### config.mk
export PLATFORM = sky130hd
export DESIGN_NAME = pipe_skid_reg
export DESIGN_NICKNAME = d
export VERILOG_FILES = /design/src/rtl/pipe_skid_reg.sv
export SDC_FILE = /design/constraint.sdc
export NUM_CORES = 1
export LEC_CHECK = 0
export BUFFER_PORTS_ARGS = -buffer_cell sky130_fd_sc_hd__buf_2
export CELL_PAD_IN_SITES_DETAIL_PLACEMENT = 0
export CELL_PAD_IN_SITES_GLOBAL_PLACEMENT = 2
export CORE_MARGIN = 1.5
export CORE_UTILIZATION = 30
export CTS_BUF_LIST = sky130_fd_sc_hd__clkbuf_8
export DETAILED_ROUTE_END_ITERATION = 6
export MAX_ROUTING_LAYER = met4
export PLACE_DENSITY_LB_ADDON = 0.05
export SLEW_MARGIN = 20
export SYNTH_ARGS = -nofsm -noshare
export SYNTH_HDL_FRONTEND = slang
export SYNTH_SLANG_ARGS = --single-unit
export TNS_END_PERCENT = 10
### constraint.sdc
create_clock -name clk -period 9.1 [get_ports clk]
set_input_delay 0.455 -clock clk [delete_from_list [all_inputs] [get_ports clk]]
set_output_delay 0.455 -clock clk [all_outputs]
set_load 0.02 [all_outputs]
### src/rtl/pipe_skid_reg.sv
// Two-entry elastic pipeline register (skid buffer) with valid/ready on
// both sides, state-only ready/valid outputs and a synchronous flush.
module pipe_skid_reg #(
    parameter int N = 64
) (
    input  logic         clk,
    input  logic         reset,
    input  logic         flush,
    input  logic         in_valid,
    output logic         in_ready,
    input  logic [N-1:0] in_data,
    output logic         out_valid,
    input  logic         out_ready,
    output logic [N-1:0] out_data,
    output logic [1:0]   count
);

    typedef enum logic [1:0] {
        S_EMPTY = 2'b00,
        S_BUSY  = 2'b01,
        S_FULL  = 2'b10
    } state_e;

    state_e       state_q;
    state_e       state_d;
    logic [N-1:0] main_q;
    logic [N-1:0] main_d;
    logic [N-1:0] skid_q;
    logic [N-1:0] skid_d;
    logic         in_fire;
    logic         out_fire;

    assign in_fire  = in_valid & in_ready;
    assign out_fire = out_valid & out_ready;
    assign out_data = main_q;

    // State register; reset clears occupancy immediately
    always_ff @(posedge clk or posedge reset) begin
        if (reset) begin
            state_q <= S_EMPTY;
        end else begin
            state_q <= state_d;
        end
    end

    // Next-state: occupancy follows accept/deliver; flush and bad codes empty it
    always_comb begin
        state_d = state_q;
        if (flush) begin
            state_d = S_EMPTY;
        end else begin
            case (state_q)
                S_EMPTY: begin
                    if (in_fire) state_d = S_BUSY;
                end
                S_BUSY: begin
                    if (in_fire && !out_fire) begin
                        state_d = S_FULL;
                    end else if (!in_fire && out_fire) begin
                        state_d = S_EMPTY;
                    end
                end
                S_FULL: begin
                    if (out_fire) state_d = S_BUSY;
                end
                default: state_d = S_EMPTY;
            endcase
        end
    end

    // Handshake outputs decoded from the state register only
    always_comb begin
        in_ready  = 1'b1;
        out_valid = 1'b0;
        count     = 2'd0;
        case (state_q)
            S_BUSY: begin
                out_valid = 1'b1;
                count     = 2'd1;
            end
            S_FULL: begin
                in_ready  = 1'b0;
                out_valid = 1'b1;
                count     = 2'd2;
            end
            default: begin
                in_ready  = 1'b1;
                out_valid = 1'b0;
                count     = 2'd0;
            end
        endcase
    end

    // Datapath steering: fill main first, spill into skid, refill main from skid
    always_comb begin
        main_d = main_q;
        skid_d = skid_q;
        if (!flush) begin
            case (state_q)
                S_EMPTY: begin
                    if (in_fire) main_d = in_data;
                end
                S_BUSY: begin
                    if (in_fire && out_fire) begin
                        main_d = in_data;
                    end else if (in_fire) begin
                        skid_d = in_data;
                    end
                end
                S_FULL: begin
                    if (out_fire) main_d = skid_q;
                end
                default: begin
                    main_d = main_q;
                    skid_d = skid_q;
                end
            endcase
        end
    end

    // Data registers; cleared on reset, left untouched by flush
    always_ff @(posedge clk or posedge reset) begin
        if (reset) begin
            main_q <= '0;
            skid_q <= '0;
        end else begin
            main_q <= main_d;
            skid_q <= skid_d;
        end
    end

`ifndef SYNTHESIS
    // A stalled head word must not change under the consumer
    a_hold: assert property (
        @(posedge clk) disable iff (reset)
        (out_valid && !out_ready && !flush) |=> $stable(out_data)
    );

    // Occupancy never exceeds two entries
    a_count: assert property (
        @(posedge clk) disable iff (reset) (count != 2'd3)
    );
`endif

endmodule

======== Word-level counts from Yosys, hierarchy flattened ========
Cells that the tools add are included.
word-level totals
  bits of input ports ..................... 69
  output and inout port bits .............. 68
  flip-flop bits (word level) ............. 130
cells by class
  reduce and logical (&&, ||, !) cells .... 11
  mux-type cells .......................... 13
  bitwise logic cells ..................... 4
  equal/unequal tests ..................... 8
operators with widths
  operator                                             number
  2-to-1 mux 64 bit                                    3
  one-hot mux 64 bit (3 select lines)                  1
  2-to-1 mux 2 bit                                     5
  != test 2 bit, second input constant                 3
  != test 3 bit, second input constant                 2
  one-hot mux 2 bit (3 select lines)                   1
  AND reduction 5 bit                                  1
  != test 4 bit, second input constant                 1
  one-hot mux 2 bit (2 select lines)                   1
  AND reduction 4 bit                                  1
  logical AND 1 bit                                    3
  AND reduction 3 bit                                  1
  nonzero test 3 bit                                   1
  bitwise AND 1 bit                                    2
  equality test 2 x 1 -> 1 bit, second input constant  1
  equality test 2 bit, second input constant           1
  logical NOT 1 bit                                    2
  logical NOT 2 bit                                    1
  2-to-1 mux 1 bit                                     2
  inverter 1 bit                                       2
  OR reduction 2 bit                                   1

======== Longest topological paths before layout ========
  depth in word-level cells ............... 9
  gate-level depth with buffers ........... 10

======== Worst setup path after synthesis ========
Ideal clock, no wire load.
  path kind ............................... register to register
  start ................................... register state_q[0]
  end ..................................... register skid_q[0]
  buffers on the path ..................... 1
  stages on the path, launching flop included .. 7
  data arrival time ....................... 1.872 ns
  path slack .............................. 7.103 ns
  setup time .............................. 0.125 ns
  cells stage by stage .................... dfrtp_1 -> inv_1 -> ha_1 -> nand2_1 -> o21ai_4 -> buf_6 -> mux2_4
on the way
  longest elaborated chain between the ends .. 7
  elaborated cells on any way between the ends .. 10
RTL lines
  what                                                                 RTL line  source
  from (decl)                                                          24        state_e state_q;
  from (signal assigned)                                               42        state_q <= state_d;
  equality test 2 bit or equality test 2 x 1 -> 1 bit (tied branches)  76        case (state_q)
  OR reduction 2 bit (no line) *                                       --
  2-to-1 mux 1 bit *                                                   76
  via out_valid                                                        12        output logic out_valid,
  bitwise AND 1 bit *                                                  34        assign out_fire = out_valid & out_ready;
  logical AND 1 bit *                                                  104       if (in_fire && out_fire) begin
  inverter 1 bit (no line) *                                           --
  AND reduction 4 bit (no line) *                                      --
  to (signal assigned)                                                 128       skid_q <= skid_d;
  to (decl)                                                            28        logic [N-1:0] skid_q;
Mark *: on every way through the listed nets, which the timed path passes. The rest lies on a longest branch.
A chain may end at the register's enable or synchronous reset.

======== Worst setup path in the final report ========
  start ................................... register state_q[0]
  end ..................................... register skid_q[29]
on the way
  longest elaborated chain between the ends .. 7
  elaborated cells on any way between the ends .. 10
RTL lines
  what                                                                 RTL line
  equality test 2 bit or equality test 2 x 1 -> 1 bit (tied branches)  76, 99
  OR reduction 2 bit (no line)                                         --
  2-to-1 mux 1 bit                                                     76
  bitwise AND 1 bit                                                    34
  logical AND 1 bit                                                    104
  inverter 1 bit (no line)                                             --
  AND reduction 4 bit (no line) *                                      --
Every way passes the cells marked *; elsewhere a longest branch is shown, timed or not.

==> PnR_summary.wiki <==
{| class="wikitable"
! Metric !! Value
|-
| Maximum clock frequency || 325 MHz
|-
| Die area || 20,300 um2
|-
| Syn_area_per_cell || 13.2 um2
|-
| Count of endpoints failing setup in the final report || 0
|-
| Final non-filler cell total || ~850
|-
| Actual slew at the worst max-slew pin || 0.929 ns
|-
| Placer's final routability congestion estimate || about 0.68
|-
| Total of max-cap violations || 0
|-
| Number of distinct library cells after synthesis || 29
|-
| Register bit count reported by yosys || 130
|-
| Count of flip-flops with a built-in enable after synthesis || 0
|-
| Detail-routed net length per standard cell || 15.4 um
|-
| Slew Limit Headroom || between 30% and 40%
|-
| Post-Route WL || 13,100 um
|-
| Htree depth || 4
|-
| Horizontal extent of the die || 142 um
|-
| Setup repair after global routing missed its margin || no
|-
| Num CTS Buffers || 17
|-
| Minimum hold slack || 0.0847 ns
|-
| Overall power after layout || 2.48 mW
|-
| Net count, final || 650
|-
| Count of final hold-check violations || 0
|-
| Sink count of the clock tree || 130
|-
| Insertion delay to the later sink of the worst-skew pair || 0.43 ns
|-
| Number of global-route vias before repair || 3,983
|-
| RR Endpoint || skid_q[29]$_DFFE_PP0P_
|-
| First-pass GRT wire length || approximately 21,000 um
|-
| Vias per cell || around 4.4
|-
| Share of the cycle needed by the critical path after routing || 33.8%
|-
| Design internal power || 1.62 mW
|-
| Share of cells above drive strength 1 || 41.3%
|-
| Count of placed standard cells including taps || 817
|-
| Launch instance of the worst register-to-register path || state_q[0]$_DFFE_PP0P_
|-
| Layout overhead on the synthesized area || 23.6%
|-
| Net Sw Power || 861 uW
|-
| DP HPWL || 8270 um
|-
| Synthesis Warnings || 0
|-
| Vias after detailed routing || 3,735
|-
| Worst clock skew || 0.00959 ns
|-
| Capture point of the critical path || skid_q[29]$_DFFE_PP0P_
|-
| Reg2reg path depth || 7
|-
| Count of input and output buffers || 136
|-
| Worst endpoint data arrival time || 3.39 ns
|-
| Clock transition at the register clock pins on the worst setup and hold paths after CTS || 0.08 ns
|-
| Minimum clock period after layout || 3.08 ns
|-
| Hold WC Path Type || primary input to async pin
|-
| Max Buffers Root-to-Sink || 2
|-
| Worst ir drop on vdd || 119 uV
|-
| Fraction of power consumed by the clock network || 23.4%
|-
| Switching share of power || 34.8%
|-
| Antenna violations before repair || 2
|-
| Proportion of synthesized chip area in sequential cells || 55.8%
|-
| Number of placement rows || 50
|-
| Length of the first detailed-routing pass in iterations || 4
|-
| Net Count, Synth || 517
|-
| Category of the worst setup path capture point || flip-flop
|-
| Power density over cell area || 344 nW/um2
|-
| Data required time at the worst endpoint || 9.41 ns
|-
| Iteration-0 DRC count of the detailed router || 102
|-
| Relative contribution of sequential cells to total power || 40.5%
|-
| Buffer count from post-CTS setup fixing || 0
|-
| Clock tree from TritonCTS || done
|-
| Gate count of the mapped netlist || approximately 440
|-
| Starting density of the core || 30.8%
|-
| ANT nets after route || 0
|-
| Total track usage || ~14%
|-
| Startpoint of the worst setup timing path || state_q[0]$_DFFE_PP0P_
|-
| Number of buffers inserted for hold repair after clock tree synthesis || 0
|-
| Result of the run || finished, final reports clean
|-
| Proportion of synthesized flip-flops having asynchronous set or reset || 100%
|-
| Post_cts resized || 0
|-
| Critical Setup Path Class || flip-flop to flip-flop
|-
| Leakage power || 3.48 nW
|-
| Aggregate negative setup slack || 0 ns
|-
| Dominant register cell in the synthesized netlist || dfrtp_1
|-
| Post-Synthesis Cell Area || between 5000 and 6000 um2
|-
| Final-report max-slew violation count || 0
|-
| DIE HEIGHT || 142 um
|-
| Largest net degree at the start of global routing || 69
|-
| Combinational share of power || 36.1%
|-
| Clock root buffer master || clkbuf_8
|-
| Num ports || 137
|-
| Total grt overflow || 0
|-
| Setup slack on the worst flop-to-flop path || 6.02 ns
|-
| Critical path fanouts, max || 35
|-
| Detailed-route DRC error count || 0
|-
| Placeable core area || approximately 19,000 um2
|-
| Kind of launch point of the worst setup path || flip-flop
|}
-- power by group through the flow --
stage	logic, mW	registers [mW]	clock network (mW)
6_report	0.894	1.00	0.579
4_1_cts	0.913	1.01	0.602
5_1_grt	0.980	1.04	0.629
3_5_place_dp	0.912	1.01	0
2_1_floorplan	0.499	1.16	0
3_3_place_gp	0.896	1.01	0
-- cells in the mapped netlist (2+ instances only) --
| library cell | count | area share, % |
|---|---|---|
| buf_2 | 13 | 1.1 |
| buf_4 | 3 | 0.39 |
| buf_6 | 7 | 1.4 |
| clkbuf_1 | 5 | 0.32 |
| dfrtp_1 | 130 | 56 |
| ha_1 | 5 | 1.1 |
| inv_1 | 4 | 0.26 |
| mux2_2 | 4 | 0.77 |
| mux2_4 | 60 | 15 |
| mux2i_1 | 64 | 11 |
| nand2_1 | 65 | 4.2 |
| nor2_1 | 3 | 0.19 |
| nor2b_1 | 2 | 0.21 |
| o21ai_0 | 63 | 5.4 |
-- worst max-delay path, cell delays in order (launching register included) --
cell	delay (ns)
dfrtp_1	0.40
inv_1	0.13
ha_1	0.33
nand2_1	0.17
o21ai_4	0.42
buf_4	0.46
buf_4	0.63
mux2_2	0.41
-- state kept, by name, summed over array words and instances (netlist names) --
name      flops
out_data     64
skid_q       64
state_q       2
-- how the worst min path moves through the flow --
stage,startpoint,endpoint,slack (ns),cells past startpoint
after global placement,out_data[54]$_DFFE_PP0P_,out_data[54]$_DFFE_PP0P_,0.46,2
final,reset,out_data[28]$_DFFE_PP0P_,0.08,2
after floorplan,skid_q[26]$_DFFE_PP0P_,skid_q[26]$_DFFE_PP0P_,0.48,1
after CTS,reset,out_data[28]$_DFFE_PP0P_,0.09,2
after detailed placement,out_data[51]$_DFFE_PP0P_,out_data[51]$_DFFE_PP0P_,0.47,2
after global routing,reset,out_data[28]$_DFFE_PP0P_,0.09,2
-- cell usage in the layout (no fill, tap or decap), types with 2 or more instances in the layout --
cell          n
buf_2       136
dfrtp_1     130
nand2_1      65
mux2i_1      64
o21ai_0      63
mux2_4       60
clkbuf_8     19
buf_4         6
bufinv_16     5
inv_1         4
mux2_2        4
ha_1          4
nor2_1        3
clkinvlp_4    3
diode_2       2
nor2b_1       2
inv_6         2
clkinv_4      2
-- metal layers --
| metal | GRT usage (%) | part of all wire, % | wire (um) |
|---|---|---|---|
| met1 | 17.4 | 47 | 6170 |
| met2 | 21.4 | 46 | 6020 |
| met3 | 4.64 | 5.4 | 705 |
| met4 | 5.59 | 1.3 | 170 |
| met5 | - | 0 | 0 |
-- stage by stage --
stage	area, um2	worst slack (ns)	util [%]
after global routing	7200	5.79	38.1
after global placement	6730	6.02	35.6
after CTS	7200	5.94	38.1
final	7200	6.02	38.1
after floorplan	5830	5.18	-
after detailed placement	6730	5.94	35.6
-- cells by family after synthesis --
logic type | share of synthesized area [%]
DFF | 55.8
muxes | 27.2
and+or+nand+nor | 5.56
AOI/OAI and AO/OA | 6.70
buffers and inverters | 3.44
adders and majority gates | 1.07
xor gates and xnor gates | 0.150
-- final cells by class --
class                      instances  area [um2]
tap                              260         325
multi-input combinational        281        2400
sequential                       130        3250
fill                            1904       11700
timing repair buffer             142         726
antenna                            2        5.00
clock inverter                    13         208
clock buffer                      19         262
inverter                           4        20.0
Note: power is estimated with default switching activity, not from simulation.
